==> src/rtl/imem_loader.sv <==
// imem_loader: byte-stream program loader for the CPU instruction memory.
// Assembles big-endian words, writes them from BASE_ADDR upward, then releases the CPU.
module imem_loader #(
  parameter int unsigned MAX_WORDS = 256,
  parameter logic [31:0] BASE_ADDR = 32'h0000_0000
) (
  input  logic        clk,
  input  logic        reset,
  input  logic        start,
  input  logic [7:0]  in_data,
  input  logic        in_valid,
  output logic        in_ready,
  output logic        imem_we,
  output logic [31:0] imem_addr,
  output logic [31:0] imem_wdata,
  output logic        cpu_reset,
  output logic        busy,
  output logic        done,
  output logic        error,
  output logic [15:0] words_loaded
);

  // state    | meaning
  // IDLE     | after reset, waiting for start; CPU held in reset
  // LEN_HI   | waiting for length byte N[15:8]
  // LEN_LO   | waiting for length byte N[7:0], then range check
  // DATA     | streaming 4*N bytes, one write pulse per completed word
  // FINISH   | write pulse of the final word is on the bus
  // DONE     | program loaded, CPU released; start reloads
  // ERROR    | length rejected, CPU still held; start reloads
  typedef enum logic [2:0] {
    S_IDLE, S_LEN_HI, S_LEN_LO, S_DATA, S_FINISH, S_DONE, S_ERROR
  } state_t;

  state_t      r_state;
  logic        r_in_ready;
  logic        r_imem_we;
  logic [31:0] r_imem_addr;
  logic [31:0] r_imem_wdata;
  logic        r_cpu_reset;
  logic        r_busy;
  logic        r_done;
  logic        r_error;
  logic [15:0] r_words_loaded;
  logic [15:0] r_len;
  logic [15:0] r_widx;
  logic [1:0]  r_bidx;
  logic [23:0] r_asm;

  logic        w_hs;
  logic [15:0] w_len;
  logic        w_len_bad;
  logic [31:0] w_word;
  logic [31:0] w_addr;
  logic        w_last;

  assign w_hs      = in_valid & r_in_ready;
  assign w_len     = {r_len[15:8], in_data};
  assign w_len_bad = (w_len == 16'd0) || (32'(w_len) > MAX_WORDS);
  assign w_word    = {r_asm, in_data};
  assign w_addr    = BASE_ADDR + {14'd0, r_widx, 2'b00};
  assign w_last    = (r_widx + 16'd1) == r_len;

  always_ff @(posedge clk or posedge reset) begin
    if (reset) begin
      r_state        <= S_IDLE;
      r_in_ready     <= 1'b0;
      r_imem_we      <= 1'b0;
      r_imem_addr    <= BASE_ADDR;
      r_imem_wdata   <= 32'd0;
      r_cpu_reset    <= 1'b1;
      r_busy         <= 1'b0;
      r_done         <= 1'b0;
      r_error        <= 1'b0;
      r_words_loaded <= 16'd0;
      r_len          <= 16'd0;
      r_widx         <= 16'd0;
      r_bidx         <= 2'd0;
      r_asm          <= 24'd0;
    end else begin
      r_imem_we <= 1'b0;
      case (r_state)
        S_IDLE, S_DONE, S_ERROR: begin
          if (start) begin
            r_state        <= S_LEN_HI;
            r_in_ready     <= 1'b1;
            r_cpu_reset    <= 1'b1;
            r_busy         <= 1'b1;
            r_done         <= 1'b0;
            r_error        <= 1'b0;
            r_words_loaded <= 16'd0;
          end
        end
        S_LEN_HI: begin
          if (w_hs) begin
            r_len[15:8] <= in_data;
            r_state     <= S_LEN_LO;
          end
        end
        S_LEN_LO: begin
          if (w_hs) begin
            r_len <= w_len;
            if (w_len_bad) begin
              r_state    <= S_ERROR;
              r_in_ready <= 1'b0;
              r_busy     <= 1'b0;
              r_error    <= 1'b1;
            end else begin
              r_state <= S_DATA;
              r_bidx  <= 2'd0;
              r_widx  <= 16'd0;
            end
          end
        end
        S_DATA: begin
          if (w_hs) begin
            r_asm  <= w_word[23:0];
            r_bidx <= r_bidx + 2'd1;
            // byte 3 completes the word; the write strobe shows up the following cycle
            if (r_bidx == 2'd3) begin
              r_imem_we      <= 1'b1;
              r_imem_wdata   <= w_word;
              r_imem_addr    <= w_addr;
              r_words_loaded <= r_words_loaded + 16'd1;
              r_widx         <= r_widx + 16'd1;
              if (w_last) begin
                r_state    <= S_FINISH;
                r_in_ready <= 1'b0;
              end
            end
          end
        end
        S_FINISH: begin
          r_state     <= S_DONE;
          r_busy      <= 1'b0;
          r_done      <= 1'b1;
          r_cpu_reset <= 1'b0;
        end
        default: r_state <= S_IDLE;
      endcase
    end
  end

  assign in_ready     = r_in_ready;
  assign imem_we      = r_imem_we;
  assign imem_addr    = r_imem_addr;
  assign imem_wdata   = r_imem_wdata;
  assign cpu_reset    = r_cpu_reset;
  assign busy         = r_busy;
  assign done         = r_done;
  assign error        = r_error;
  assign words_loaded = r_words_loaded;

endmodule

==> config.mk <==
export PLATFORM = sky130hd
export DESIGN_NAME = imem_loader
export DESIGN_NICKNAME = d
export VERILOG_FILES = /design/src/rtl/imem_loader.sv
export SDC_FILE = /design/constraint.sdc
export NUM_CORES = 1
export LEC_CHECK = 0
export ABC_AREA = 1
export CAP_MARGIN = 20
export CELL_PAD_IN_SITES_DETAIL_PLACEMENT = 0
export CELL_PAD_IN_SITES_GLOBAL_PLACEMENT = 1
export CORE_UTILIZATION = 43
export CTS_CLUSTER_SIZE = 24
export DETAILED_ROUTE_END_ITERATION = 12
export GPL_ROUTABILITY_DRIVEN = 0
export PLACE_DENSITY = 0.9
export SYNTH_ARGS = -nofsm -noshare
export SYNTH_HDL_FRONTEND = slang
export SYNTH_SLANG_ARGS = --single-unit
==> constraint.sdc <==
create_clock -name clk -period 9.45 [get_ports clk]
set_input_delay 1.4175 -clock clk [delete_from_list [all_inputs] [get_ports clk]]
set_output_delay 1.4175 -clock clk [all_outputs]
set_load 0.02 [all_outputs]
==> flow_summary.ini, run 1 <==
[run_status]
status = finished clean

[logic_synthesis]
synth-edff-count = 0
ys_warn_count = 0
async_flop_share_pct = 100
synth.distinct_cells = 45
syn_inst = 748
synth_area_um2 = 6250
ys_seq_area_share_pct = 52.5
synth_ff_type = dfrtp_1
synth-seq-cells = 131
avgSynthCellArea_um2 = 8.35

[die]
start_util_pct = 44.5
dieWidth_um = 123
rows = 43
core_area_um2 = 14000
die_area_um2 = 15000
pin_count = 98
die_y_um = 123

[setup_path]
critPathLaunchType = input port
endpoint_kind = flop
cp_max_fo = 52
required_ns = 9.73
worstSetupPathType = input port to flop
worst-endpoint-arrival_ns = 3.81

[drt]
avgRoutedWirePerCell_um = 13.6
ant_nets = 0
wl_met1_mm = 6.90
dr.pass1.iters = 5
wl_met3_um = 613
routed_wl_mm = 13.9
wl_met2_mm = 6.20
top_layer = met4
drc = 0
via_count = 4995
drt_iter0_drc = 238
viasPerCell = 4.88

[finish]
area_growth_pct = 23.8
final_common_cell = nand2_1
fin_nets = 847
drive_gt1_share_pct = 7.11
final_cell_mix = 216 x nand2_1, 130 x dfrtp_1, 108 x o21ai_0, 83 x inv_1, 81 x clkdlybuf4s50_1
fin_util_pct = 55.1
antenna_cells = 0

[timing]
post-route-period-util_pct = 37.4
hold_violations = 0
setup_tns_ns = 0
max_clock_freq_mhz = 283
slew_headroom_pct = 40.7
setup_viol = 0
maxSlewViolCount = 0
period_needed_ns = 3.53
rsz0062_at_grt = no
tightestPinTransition_ns = 0.889
skew_ns = 0.00806

[placed_design]
dp_hpwl_mm = 9.72
numPortBuffers = 81

[pwr]
power_density_nw_per_um2 = 275
ir_drop_mv = 0.130
power_leakage_uw = 0.00365

[clock_network]
ctsLongestPathBuffers = 2
cts_tree = built
clkSlewWorstSetupHoldPaths_ns = 0.06
ctsResizeCount = 0
insertion_delay_ns = 0.41
h-tree-depth = 4
cts_hold_buf = 0
cts_root_buf = clkbuf_16
clock_sinks = 131
cts_buffers = 17
postCtsSetupBuffers = 0

[worst_hold_path]
hp-class = flop to flop

[grt]
grt_pass1_wl_mm = 23.5
grt_use_total_pct = 20.5
antenna_found_initial = 0
grt_max_degree = 73
grt_pass1_vias = 4697
overflow = 0

[flow_run]
cap_violations = 0
cell usage after synthesis, drive strengths merged (2+ instances only):
library cell / count / area (um2)
xnor3: 2 / 45.0
inv: 90 / 348
a21oi: 12 / 60.1
nand4: 14 / 87.6
nand3b: 2 / 15.0
ha: 3 / 37.5
nand2: 220 / 846
o21ai: 111 / 559
nor3: 10 / 60.1
clkbuf: 14 / 52.6
buf: 21 / 158
o31ai: 4 / 30.0
nor2: 44 / 243
nand3: 52 / 278
dfrtp: 130 / 3250
xor2: 5 / 43.8
o21bai: 2 / 18.8
registers in the layout (all words and copies together), names as in the netlist, 2 cells and up:
| register | count |
|---|---|
| imem_addr | 16 |
| imem_wdata | 32 |
| r_asm | 24 |
| r_bidx | 2 |
| r_len | 16 |
| r_state | 3 |
| r_widx | 16 |
| words_loaded | 16 |
final timing paths:
kind                                             from                          to  slack (ns)  cells after the start
min in group asynchronous                       reset    imem_addr[6]$_DFFE_PP0P_        1.56                      2
max                                          in_valid  imem_wdata[10]$_DFFE_PP0P_        5.92                      9
max in group asynchronous                       reset       r_widx[9]$_DFFE_PP0P_        6.60                      3
min reg2reg                imem_wdata[30]$_DFFE_PP0P_  imem_wdata[30]$_DFFE_PP0P_        0.47                      2
max reg2reg                    r_state[2]$_DFFE_PP0P_  imem_wdata[10]$_DFFE_PP0P_        6.59                     11
min                        imem_wdata[30]$_DFFE_PP0P_  imem_wdata[30]$_DFFE_PP0P_        0.47                      2
cells by family after synthesis:
group | Yosys count | share of synthesized area, %
simple gates | 345 | 24.8
buf+inv | 125 | 8.93
other cells | 1 | 0.0600
fa+ha+maj | 4 | 0.921
flops | 131 | 52.5
compound gates | 135 | 11.4
xor+xnor | 7 | 1.42
through the flow:
stage                     instance area (um2)  power (uW)  setup WS, ns  hold slack, ns  std cells
after CTS                                7740        2150          5.93           0.477       1024
final                                    7740        2130          5.92           0.472       1024
after detailed placement                 7160        1500          5.50           0.464        992
after floorplan                          6300        1300          4.54           0.449        763
after global routing                     7740        2290          5.66           0.501       1024
after global placement                   7160        1490          5.58           0.460        992
per-layer routing:
metal	up-vias	track usage, %
met4	0	6.71
met2	97	30.4
li1	2554	-
met1	2329	29.1
met5	-	0
met3	15	5.30
critical path, stage by stage:
cell	delay, ns
clkdlybuf4s50_1	0.46
nand2_1	0.21
nor2_8	0.42
inv_2	0.24
nor2_8	0.20
inv_2	0.23
buf_4	0.36
nand2_1	0.12
o21ai_0	0.09
power by group:
part	internal [uW]	total (uW)	leakage [uW]	switching, uW
logic	241	661	0.00163	420
clock network	391	645	0.000274	254
registers	711	823	0.00174	112
total	1340	2130	0.00365	786
cell type report:
class                      instances  area [um2]
clock buffer                      18         429
clock inverter                    14         153
fill                            1300        6300
inverter                          90         350
multi-input combinational        507        2470
sequential                       131        3280
tap                              180         225
timing repair buffer              84         833
Note: power is estimated with default switching activity, not from simulation.
==> run 2, diff against run 1 <==
Settings changed: CORE_UTILIZATION 43 to 40, PLACE_DENSITY 0.9 to 0.85.
Clock period 9.45 ns to 3.7 ns, I/O delays scaled along.
==> run 2 against run 1 <==
Net effect:
- first-iteration DRC count is 28% higher
- design area is 1.3% higher
- via count is 1.1% higher
- clock power grew to 2.6 times the previous value
- register-to-register slack worse by 5.3 ns
- combinational power grew to 2.6 times the previous value
- critical path type is now flop to flop
- critical endpoint is now imem_wdata[19]$_DFFE_PP0P_
==> flow_summary.ini, run 2 (synthesis results as in run 1) <==
[grt]
antenna_found_initial = 0
grt_pass1_wl_mm = 24.5
grt_max_degree = 51
grt_use_total_pct = 19.6
grt_pass1_vias = 4840
overflow = 0

[die]
start_util_pct = 41.1
die_y_um = 127
dieWidth_um = 127
rows = 45
pin_count = 98
die_area_um2 = 16100
core_area_um2 = 15200

[finish]
area_growth_pct = 25.4
multi_input_comb_area_um2 = 2470
nFillCells = 1463
layout.cells.non_filler = 1037
fin_nets = 852
final_cell_mix = 216 x nand2_1, 130 x dfrtp_1, 108 x o21ai_0, 83 x inv_1, 81 x clkdlybuf4s50_1
final_common_cell = nand2_1
regArea_um2 = 3280
drive_gt1_share_pct = 7.66
antenna_cells = 0
largest_reg_flops = 32

[timing]
slew_headroom_pct = 61.0
maxSlewViolCount = 0
setup_viol = 0
setup_tns_ns = 0
skew_ns = 0.0104
period_needed_ns = 2.37
hold_violations = 0
rsz0062_at_grt = no
max_clock_freq_mhz = 422
tightestPinTransition_ns = 0.584
post-route-period-util_pct = 64.0

[clock_network]
cts_tree = built
h-tree-depth = 4
cts_hold_buf = 0
insertion_delay_ns = 0.42
clock_sinks = 131
postCtsSetupBuffers = 0
cts_root_buf = clkbuf_16
ctsResizeCount = 0
ctsLongestPathBuffers = 2
cts_buffers = 17
clkSlewWorstSetupHoldPaths_ns = 0.06

[flow_run]
cap_violations = 0

[drt]
drt_iter0_drc = 305
dr.pass1.iters = 5
via_count = 5050
viasPerCell = 4.87
ant_nets = 0
avgRoutedWirePerCell_um = 14.0
drc = 0
routed_wl_mm = 14.5

[placed_design]
numPortBuffers = 81
dpl.cell_count = 1004
dp_hpwl_mm = 10.2

[setup_path]
worstSetupPathType = flop to flop
crit_start = r_state[2]$_DFFE_PP0P_
crit_chain = inv_2 -> nand2_4 -> nor2_8 -> inv_8 -> nor2_8 -> inv_2 -> nor2_8 -> inv_2 -> buf_12 -> nand2_1 -> o21ai_0
cp_max_fo = 50
endpoint_kind = flop
crit_family = buffers and inverters
crit_path_max_incr_delay_ns = 0.43
r2r_setup_slack_ns = 1.33
critPathLaunchType = flop
cpMaxStageDelayCell = dfrtp_1
worst-endpoint-arrival_ns = 2.66
required_ns = 3.99
critPathBufInv = 5
r2r_start = r_state[2]$_DFFE_PP0P_

[pwr]
power_leakage_uw = 0.00369
power_density_nw_per_um2 = 703
ir_drop_mv = 0.345

[run_status]
status = finished clean

[worst_hold_path]
hp-class = input port to asynchronous set/reset pin
[run 2: cell types whose count changed in the layout (fill, tap and decap cells not counted)]
cell	delta
buf_4	+2
inv_6	-1
buf_12	+3
clkinvlp_4	+1
inv_4	-1
clkinv_2	-1
clkbuf_8	+1
inv_8	+1
[run 2: per-layer routing]
layer  global-route usage (%)  part of all wire [%]
met4                     6.23                  0.79
met2                     31.1                    46
met3                     4.69                   4.1
met5                        0                     0
met1                     26.6                    49
[run 2: power breakdown]
part | internal [uW] | switching (uW)
registers | 1820 | 298
clock network | 1020 | 659
logic | 623 | 1090
[run 2: layout make-up]
type	count	share of cell area, %
tap	188	3.00
clock buffer	19	5.65
timing repair buffer	89	11.6
multi-input combinational	507	31.5
inverter	90	4.49
clock inverter	13	1.92
sequential	131	41.9
[run 2: stage by stage]
| step | hold slack [ns] | setup WS (ns) | util, % | cell area [um2] | power, uW |
|---|---|---|---|---|---|
| after floorplan | 0.449 | 1.52 | - | 6310 | 3320 |
| after global placement | 0.456 | 0.992 | 47.5 | 7220 | 3820 |
| after detailed placement | 0.464 | 0.993 | 47.5 | 7220 | 3840 |
| after CTS | 0.477 | 1.30 | 51.4 | 7820 | 5550 |
| after global routing | 0.360 | 1.12 | 51.5 | 7840 | 5900 |
| final | 0.363 | 1.33 | 51.5 | 7840 | 5510 |
[run 2: worst paths after layout]
path	cells past startpoint	endpoint
setup / recovery	11	imem_wdata[19]$_DFFE_PP0P_
hold / removal	2	imem_addr[5]$_DFFE_PP0P_
setup reg to reg	11	imem_wdata[19]$_DFFE_PP0P_
hold reg to reg	2	imem_wdata[28]$_DFFE_PP0P_
max in group asynchronous	4	imem_wdata[9]$_DFFE_PP0P_
min in group clk	2	imem_wdata[28]$_DFFE_PP0P_
